<file path="config.mk">
export PLATFORM = sky130hd
export DESIGN_NAME = alarm_annunciator_flat
export DESIGN_NICKNAME = d
export VERILOG_FILES = /design/src/rtl/alarm_annunciator_if.sv /design/src/rtl/alarm_annunciator.sv /design/src/flat_wrapper.sv
export SDC_FILE = /design/constraint.sdc
export NUM_CORES = 1
export LEC_CHECK = 0
export ABC_AREA = 1
export BUFFER_PORTS_ARGS = -buffer_cell sky130_fd_sc_hd__buf_4
export CAP_MARGIN = 5
export CORE_MARGIN = 1
export CORE_UTILIZATION = 56
export CTS_CLUSTER_DIAMETER = 80
export DETAILED_ROUTE_END_ITERATION = 6
export HOLD_SLACK_MARGIN = 0.12
export PLACE_DENSITY = 0.81
export SETUP_SLACK_MARGIN = 0.5
export SYNTH_ARGS = -nofsm -noshare
export SYNTH_HDL_FRONTEND = slang
export SYNTH_SLANG_ARGS = --single-unit
</file>
<file path="constraint.sdc">
create_clock -name clk -period 5.2 [get_ports clk]
set_input_delay 0.52 -clock clk [delete_from_list [all_inputs] [get_ports clk]]
set_output_delay 0.52 -clock clk [all_outputs]
set_load 0.05 [all_outputs]
</file>
<file path="src/rtl/alarm_annunciator_if.sv">
// Alarm annunciator pin bundle: alarm/button pulses in, tone drive and ring status out.
// Master drives the pulses; slave is the annunciator itself.
interface alarm_annunciator_if;
  logic       alarm_trigger;
  logic       btn_snooze;
  logic       btn_dismiss;
  logic       speaker_out;
  logic       ringing;
  logic       snoozed;
  logic [3:0] snooze_count;

  modport master (
    output alarm_trigger, btn_snooze, btn_dismiss,
    input  speaker_out, ringing, snoozed, snooze_count
  );

  modport slave (
    input  alarm_trigger, btn_snooze, btn_dismiss,
    output speaker_out, ringing, snoozed, snooze_count
  );
endinterface

</file>
<file path="src/rtl/alarm_annunciator.sv">
// Alarm annunciator: ring cadence with square-wave tone, dismiss and auto-silence; inputs act on the next edge, no backpressure.
// ALARM_SNOOZE_EN adds the SNOOZE state; without it btn_snooze is ignored and snoozed/snooze_count read 0.
module alarm_annunciator #(
  parameter int TONE_DIV       = 25000,
  parameter int CADENCE_CYC    = 25000000,
  parameter int RING_PERIODS   = 60,
  parameter int SNOOZE_PERIODS = 600,
  parameter int MAX_SNOOZE     = 3
) (
  input  logic               clk,
  input  logic               reset_n,
  alarm_annunciator_if.slave bus
);
  localparam int PH_W = (CADENCE_CYC > 1) ? $clog2(CADENCE_CYC) : 1;
  localparam int TD_W = (TONE_DIV > 1) ? $clog2(TONE_DIV) : 1;
  localparam int RP_W = (RING_PERIODS > 1) ? $clog2(RING_PERIODS) : 1;

`ifdef ALARM_SNOOZE_EN
  typedef enum logic [1:0] {SILENT, RING_ON, RING_OFF, SNOOZE} state_t;
`else
  typedef enum logic [1:0] {SILENT, RING_ON, RING_OFF} state_t;
`endif

  state_t          state, state_nx;
  logic [PH_W-1:0] ph;
  logic [TD_W-1:0] tdiv;
  logic [RP_W-1:0] rp;
  logic            speaker;
  logic            ph_end, tone_end, rp_last, ring_act, stay_on;

  assign ph_end   = (ph == PH_W'(CADENCE_CYC - 1));
  assign tone_end = (tdiv == TD_W'(TONE_DIV - 1));
  assign rp_last  = (rp == RP_W'(RING_PERIODS - 1));
  assign ring_act = (state == RING_ON) || (state == RING_OFF);
  assign stay_on  = (state == RING_ON) && (state_nx == RING_ON);

`ifdef ALARM_SNOOZE_EN
  localparam int SP_W = (SNOOZE_PERIODS > 1) ? $clog2(SNOOZE_PERIODS) : 1;
  logic [SP_W-1:0] sp;
  logic [3:0]      scnt;
  logic            snooze_go, sp_last;

  assign snooze_go = ring_act && bus.btn_snooze && (scnt < 4'(MAX_SNOOZE));
  assign sp_last   = (sp == SP_W'(SNOOZE_PERIODS - 1));
`endif

  always_ff @(posedge clk or negedge reset_n) begin
    if (!reset_n) state <= SILENT;
    else          state <= state_nx;
  end

  // Buttons are evaluated before phase expiry so a press on the last cycle still wins.
  always_comb begin
    state_nx = state;
    case (state)
      SILENT: begin
        if (bus.alarm_trigger) state_nx = RING_ON;
      end
      RING_ON, RING_OFF: begin
        if (bus.btn_dismiss)   state_nx = SILENT;
`ifdef ALARM_SNOOZE_EN
        else if (snooze_go)    state_nx = SNOOZE;
`endif
        else if (ph_end) begin
          if (state == RING_ON) state_nx = RING_OFF;
          else if (rp_last)     state_nx = SILENT;
          else                  state_nx = RING_ON;
        end
      end
`ifdef ALARM_SNOOZE_EN
      SNOOZE: begin
        if (bus.btn_dismiss)        state_nx = SILENT;
        else if (ph_end && sp_last) state_nx = RING_ON;
      end
`endif
      default: state_nx = SILENT;
    endcase
  end

  always_ff @(posedge clk or negedge reset_n) begin
    if (!reset_n) begin
      ph      <= '0;
      tdiv    <= '0;
      rp      <= '0;
      speaker <= 1'b0;
    end else begin
      // In SNOOZE the phase counter wraps each cadence unit; sp counts the units.
      if ((state == SILENT) || (state_nx != state) || ph_end) ph <= '0;
      else                                                     ph <= ph + 1'b1;

      if (stay_on) begin
        tdiv <= tone_end ? '0 : tdiv + 1'b1;
        if (tone_end) speaker <= ~speaker;
      end else begin
        tdiv    <= '0;
        speaker <= 1'b0;
      end

      if (!ring_act)                                   rp <= '0;
      else if (state == RING_OFF && state_nx == RING_ON) rp <= rp + 1'b1;
    end
  end

`ifdef ALARM_SNOOZE_EN
  always_ff @(posedge clk or negedge reset_n) begin
    if (!reset_n) begin
      sp   <= '0;
      scnt <= 4'd0;
    end else begin
      if ((state == SNOOZE) && (state_nx == SNOOZE)) begin
        if (ph_end) sp <= sp + 1'b1;
      end else begin
        sp <= '0;
      end

      // snooze_count survives a dismiss and is only cleared by the next alarm event.
      if ((state == SILENT) && bus.alarm_trigger)           scnt <= 4'd0;
      else if ((state_nx == SNOOZE) && (state != SNOOZE))   scnt <= scnt + 4'd1;
    end
  end

  assign bus.snoozed      = (state == SNOOZE);
  assign bus.snooze_count = scnt;
`else
  logic unused_snooze_btn;
  assign unused_snooze_btn = bus.btn_snooze;
  assign bus.snoozed       = 1'b0;
  assign bus.snooze_count  = 4'd0;
`endif

  assign bus.speaker_out = speaker;
  assign bus.ringing     = ring_act;
endmodule

</file>
<file path="src/flat_wrapper.sv">
// flat-port wrapper written by rule: the top's interface ports become plain ports
module alarm_annunciator_flat 
#(
  parameter int TONE_DIV       = 25000,
  parameter int CADENCE_CYC    = 25000000,
  parameter int RING_PERIODS   = 60,
  parameter int SNOOZE_PERIODS = 600,
  parameter int MAX_SNOOZE     = 3
)
  (clk, reset_n, bus_alarm_trigger, bus_btn_snooze, bus_btn_dismiss, bus_speaker_out, bus_ringing, bus_snoozed, bus_snooze_count);
  alarm_annunciator_if bus_i ();
  input  logic clk;
  input  logic reset_n;
  input wire logic [$bits(bus_i.alarm_trigger)-1:0] bus_alarm_trigger;
  input wire logic [$bits(bus_i.btn_snooze)-1:0] bus_btn_snooze;
  input wire logic [$bits(bus_i.btn_dismiss)-1:0] bus_btn_dismiss;
  output wire logic [$bits(bus_i.speaker_out)-1:0] bus_speaker_out;
  output wire logic [$bits(bus_i.ringing)-1:0] bus_ringing;
  output wire logic [$bits(bus_i.snoozed)-1:0] bus_snoozed;
  output wire logic [$bits(bus_i.snooze_count)-1:0] bus_snooze_count;
  assign bus_i.alarm_trigger = bus_alarm_trigger;
  assign bus_i.btn_snooze = bus_btn_snooze;
  assign bus_i.btn_dismiss = bus_btn_dismiss;
  assign bus_speaker_out = bus_i.speaker_out;
  assign bus_ringing = bus_i.ringing;
  assign bus_snoozed = bus_i.snoozed;
  assign bus_snooze_count = bus_i.snooze_count;
  alarm_annunciator #(.TONE_DIV(TONE_DIV), .CADENCE_CYC(CADENCE_CYC), .RING_PERIODS(RING_PERIODS), .SNOOZE_PERIODS(SNOOZE_PERIODS), .MAX_SNOOZE(MAX_SNOOZE)) u_core (.clk(clk), .reset_n(reset_n), .bus(bus_i));
endmodule
</file>
---- Word level (Yosys, flattened, before mapping) ----
Index checks and enable logic that the tools add are counted.
word-level totals
  register bits after elaboration ......... 49
  input bits .............................. 5
  output and inout port bits .............. 7
  word-level logic and storage cells ...... 38
operators by class
  add/sub/neg operators ................... 3
  reduce and logical (&&, ||, !) cells .... 7
  equal/unequal tests ..................... 9
  mux-type cells .......................... 13
  bitwise logic cells ..................... 1
operator list
  kind                     count
  $mux W15                 2
  $add A25 B1 Y25 const B  1
  $eq A25 B25 Y1 const B   1
  $mux W25                 1
  $add A15 B1 Y15 const B  1
  $eq A15 B15 Y1 const B   1
  $mux W6                  2
  $mux W2                  4
  $add A6 B1 Y6 const B    1
  $eq A6 B6 Y1 const B     1
  $eq A2 B1 Y1 const B     2
  $ne A2 B1 Y1 const B     2
  $pmux W2 S2              1
  $logic_or A1 B1 Y1       3
  $mux W1                  3
  $eq A2 B2 Y1 const B     1
  $logic_and A1 B1 Y1      2
  $logic_not A2 Y1         1
  $ne A2 B2 Y1             1
  $reduce_or A2 Y1         1
  $not A1 Y1               1

---- Depth between registers and ports, before layout ----
  depth in word-level cells ............... 10
  gate-level depth with buffers ........... 14
  gate-level depth less buffers ........... 14

---- Worst setup path before layout ----
No wires, ideal clock.
  kind .................................... register -> register
  start point ............................. register u_core.state[1]
  end point ............................... register u_core.ph[5]
  stages on the path, launching flop included .. 12
  buffers on the path ..................... 1
  required time ........................... 5.120 ns
  arrival time ............................ 2.037 ns
  setup slack ............................. 3.082 ns
  library setup time ...................... 0.080 ns
  clock period less this slack ............ 2.118 ns
  path through ............................ dfrtp_1 > inv_1 > ha_1 > inv_1 > nor2_1 > nand3_1 > nand2_2 > nand2_4 > nand2_2 > nand2_4 > buf_6 > nor3_2
on the way
  longest elaborated chain between the ends .. 9
RTL lines
  what                               line                                              source
  start: declaration                 alarm_annunciator.sv:24                           state_t state, state_nx;
  start signal: assignment           alarm_annunciator.sv:49                           else state <= state_nx;
  $eq A2 B1 Y1                       alarm_annunciator.sv:55, alarm_annunciator.sv:65
  $mux W2                            alarm_annunciator.sv:65                           if (state == RING_ON) state_nx = RING_OFF;
  $mux W2                            alarm_annunciator.sv:64                           else if (ph_end) begin
  $mux W2                            alarm_annunciator.sv:60                           if (bus.btn_dismiss) state_nx = SILENT;
  $pmux W2 S2                        alarm_annunciator.sv:55                           case (state)
  $ne A2 B2 Y1                       alarm_annunciator.sv:88                           if ((state == SILENT) || (state_nx != state) || ph_end) ph <= '0;
  $logic_or A1 B1 Y1 * (2 in a row)  alarm_annunciator.sv:88
  $mux W25 *                         alarm_annunciator.sv:88
  end signal: assignment             alarm_annunciator.sv:89                           else ph <= ph + 1'b1;
  end: declaration                   alarm_annunciator.sv:25                           logic [PH_W-1:0] ph;
Mark *: on every way between the ends. The rest lies on a longest branch, timed or not.
A chain may end at the register's enable or synchronous reset.

---- Final worst setup path ----
  start point ............................. register u_core.ph[0]
  end point ............................... register u_core.ph[2]
on the way
  longest elaborated chain between the ends .. 8
RTL lines
  what                             line                     source
  $eq A25 B25 Y1                   alarm_annunciator.sv:31  assign ph_end = (ph == PH_W'(CADENCE_CYC - 1));
  $mux W2                          alarm_annunciator.sv:64
  $mux W2                          alarm_annunciator.sv:60
  $pmux W2 S2                      alarm_annunciator.sv:55
  $ne A2 B2 Y1                     alarm_annunciator.sv:88
  $logic_or A1 B1 Y1 (2 in a row)  alarm_annunciator.sv:88
  $mux W25 *                       alarm_annunciator.sv:88
Marked as above.

==> metrics.csv <==
metric;value;unit
r2r_cells;13;
timing.rr.end;u_core.ph[2]$_DFF_PN0_;
gp_congestion;0.894;
antenna_found_initial;0;
cts_max_path_buffers;2;
syn-instance-count;364;
min_path_type;in -> async;
r2r_start;u_core.ph[0]$_DFF_PN0_;
finalMaxSlewViolations;0;
syn_area;2960;µm²
coreArea;5110;µm²
critPathMaxFanout;25;
skew;6.69;ps
die-area;5590;µm²
num_io_pins;12;
syn_area_per_cell;8.14;µm²
yosysSeqAreaShare;41.4;%
fin_nets;383;
worst_setup_path_end_kind;flip-flop;
timing.hold.ws;213;ps
synth_cell_types;30;
totalWireLength;5370;µm
synth_area_leaders;dfrtp_1, nand2_1, xor2_1, nor3_2, nand3_1;
tightest_slew;700;ps
die_h;74.8;µm
rsz0062_at_grt;no;
cts.sinks;49;
status;finished clean;
drc_errors;0;
finalPower;0.991;mW
clk_pin_slew;100;ps
cts_buffers;5;
final_area;3120;µm²
required;5410;ps
drv_cap;0;
placed_area;3020;µm²
antennaDiodeCount;0;
vias;2311;
arrival;2810;ps
timing.final.crit_share;49.9;%
htree_num_levels;2;
pwr_density_cell;318;nW/µm²
setup_viol;0;
first_pass_iters;4;
synth_seq_cells;49;
cts_root_buffer;clkbuf_8;
vias_per_cell;5.23;
die_w;74.8;µm
postCtsHoldBufs;0;
grt_pass1_vias;2178;
initial_core_util;58.0;%
cts_tree;done;
fin_setup_tns;0;ps
rows;26;
drive_above_1_share;12.6;%
crit_type;reg -> reg;
vdd_drop_max;0.000281;V
p_leak;1.32;nW
cts_setup_buffers;0;
min_period;2590;ps
grt_max_degree;50;
area_growth;5.23;%
relSlewSlack;53.3;%
port_buffers;5;
clock.fmax;0.386;GHz
hold_viol_final;0;
worst_skew_pair.late_latency;310;ps
first_iter_violations;114;
grt_use_total;21.5;%
wl_per_cell;12.1;µm
synth.top_cell.area_share;41.4;%
startpoint_type;flip-flop;
synth_area_leader_cell;dfrtp_1;
ctsResizeCount;0;
dp.final_hpwl;3800;µm
yosys_warnings;0;
grt_pass1_wl;9200;µm
overflow;0;
rrSetupSlack;2610;ps
ant_nets;0;
-- routing by layer --
metal / share of wire [%] / up-vias / GRT usage (%)
li1: - / 1183 / -
met1: 48 / 1087 / 27.6
met2: 47 / 34 / 35.6
met3: 3.2 / 7 / 5.22
met4: 1.4 / 0 / 7.55
met5: 0 / - / 0
-- layout make-up --
type	instances	area (µm²)
timing repair buffer	5	37.5
clock inverter	3	28.8
inverter	47	176
tap	70	87.6
fill	456	1990
multi-input combinational	263	1490
sequential	49	1230
clock buffer	5	68.8
-- cell usage after synthesis --
cell,n
buf_4,5
nor3_1,12
o211ai_1,1
nand4_1,7
nor2_1,44
nand3_2,2
nand3_1,35
buf_6,4
nor3_2,20
xnor2_1,3
ha_1,7
nand4_2,1
or2_2,1
a21oi_1,4
nor4_1,7
dfrtp_1,49
nor3b_1,1
and2_1,1
inv_2,1
inv_1,46
xor2_1,23
o21ai_0,9
nand2_4,2
nor2_2,2
nand2_1,68
o21ai_2,1
conb_1,1
nand3b_1,1
o21bai_1,2
nand2_2,4
-- kinds of logic (layout without fill, tap and decap cells) --
group | count (synthesis) | in the layout | synth area share [%]
simple gates | 208 | 208 | 35.9
compound gates | 17 | 17 | 3.25
fa+ha+maj | 7 | 7 | 2.95
flops | 49 | 49 | 41.4
xor+xnor | 26 | 26 | 7.68
other cells | 1 | 5 | 0.127
buf+inv | 56 | 60 | 8.74
-- stage by stage --
step	setup slack [ps]	std cells	utilization, %
6_report	2610	442	61.1
5_1_grt	2310	442	61.1
4_1_cts	2570	442	61.1
3_5_place_dp	2620	434	59.2
3_3_place_gp	2730	434	59.2
2_1_floorplan	3080	368	-
-- placed cells by master (no fill, tap or decap), types with 7 or more instances in the layout --
cell type  netlist  final
dfrtp_1         49     49
nor3_2          20     20
xor2_1          23     23
o21ai_0          9      9
nand2_1         68     68
nor3_1          12     12
nand3_1         35     35
inv_1           46     46
nor4_1           7      7
nand4_1          7      7
nor2_1          44     44
ha_1             7      7
-- worst max-delay path: stages (launching register included) --
cell	delay, ps
dfrtp_1	420
ha_1	200
nand3_1	160
inv_1	110
nand2_1	70
nor2_2	160
nand2_1	90
nand2_1	70
nand3_1	80
nand2_1	100
nand2_2	80
nand2_1	80
nand3_2	530
nor3_1	330
-- sequential cells by signal, indices dropped and copies added, names as in the netlist --
| register | cells |
|---|---|
| u_core.ph | 25 |
| u_core.tdiv | 15 |
| u_core.rp | 6 |
| u_core.state | 2 |
| u_core.bus.speaker_out | 1 |
-- worst max-delay path by stage --
stage	start	to
6_report	u_core.ph[0]$_DFF_PN0_	u_core.ph[2]$_DFF_PN0_
5_1_grt	u_core.ph[0]$_DFF_PN0_	u_core.ph[1]$_DFF_PN0_
4_1_cts	u_core.ph[0]$_DFF_PN0_	u_core.ph[2]$_DFF_PN0_
3_5_place_dp	u_core.ph[0]$_DFF_PN0_	u_core.ph[2]$_DFF_PN0_
3_3_place_gp	u_core.ph[0]$_DFF_PN0_	u_core.ph[2]$_DFF_PN0_
2_1_floorplan	u_core.state[1]$_DFF_PN0_	u_core.ph[5]$_DFF_PN0_
-- where the power goes --
part / internal (mW) / switching [mW]
sequential: 0.403 / 0.0230
clock: 0.101 / 0.143
combinational: 0.0656 / 0.255
No activity file was read; power rests on OpenSTA's default activity.
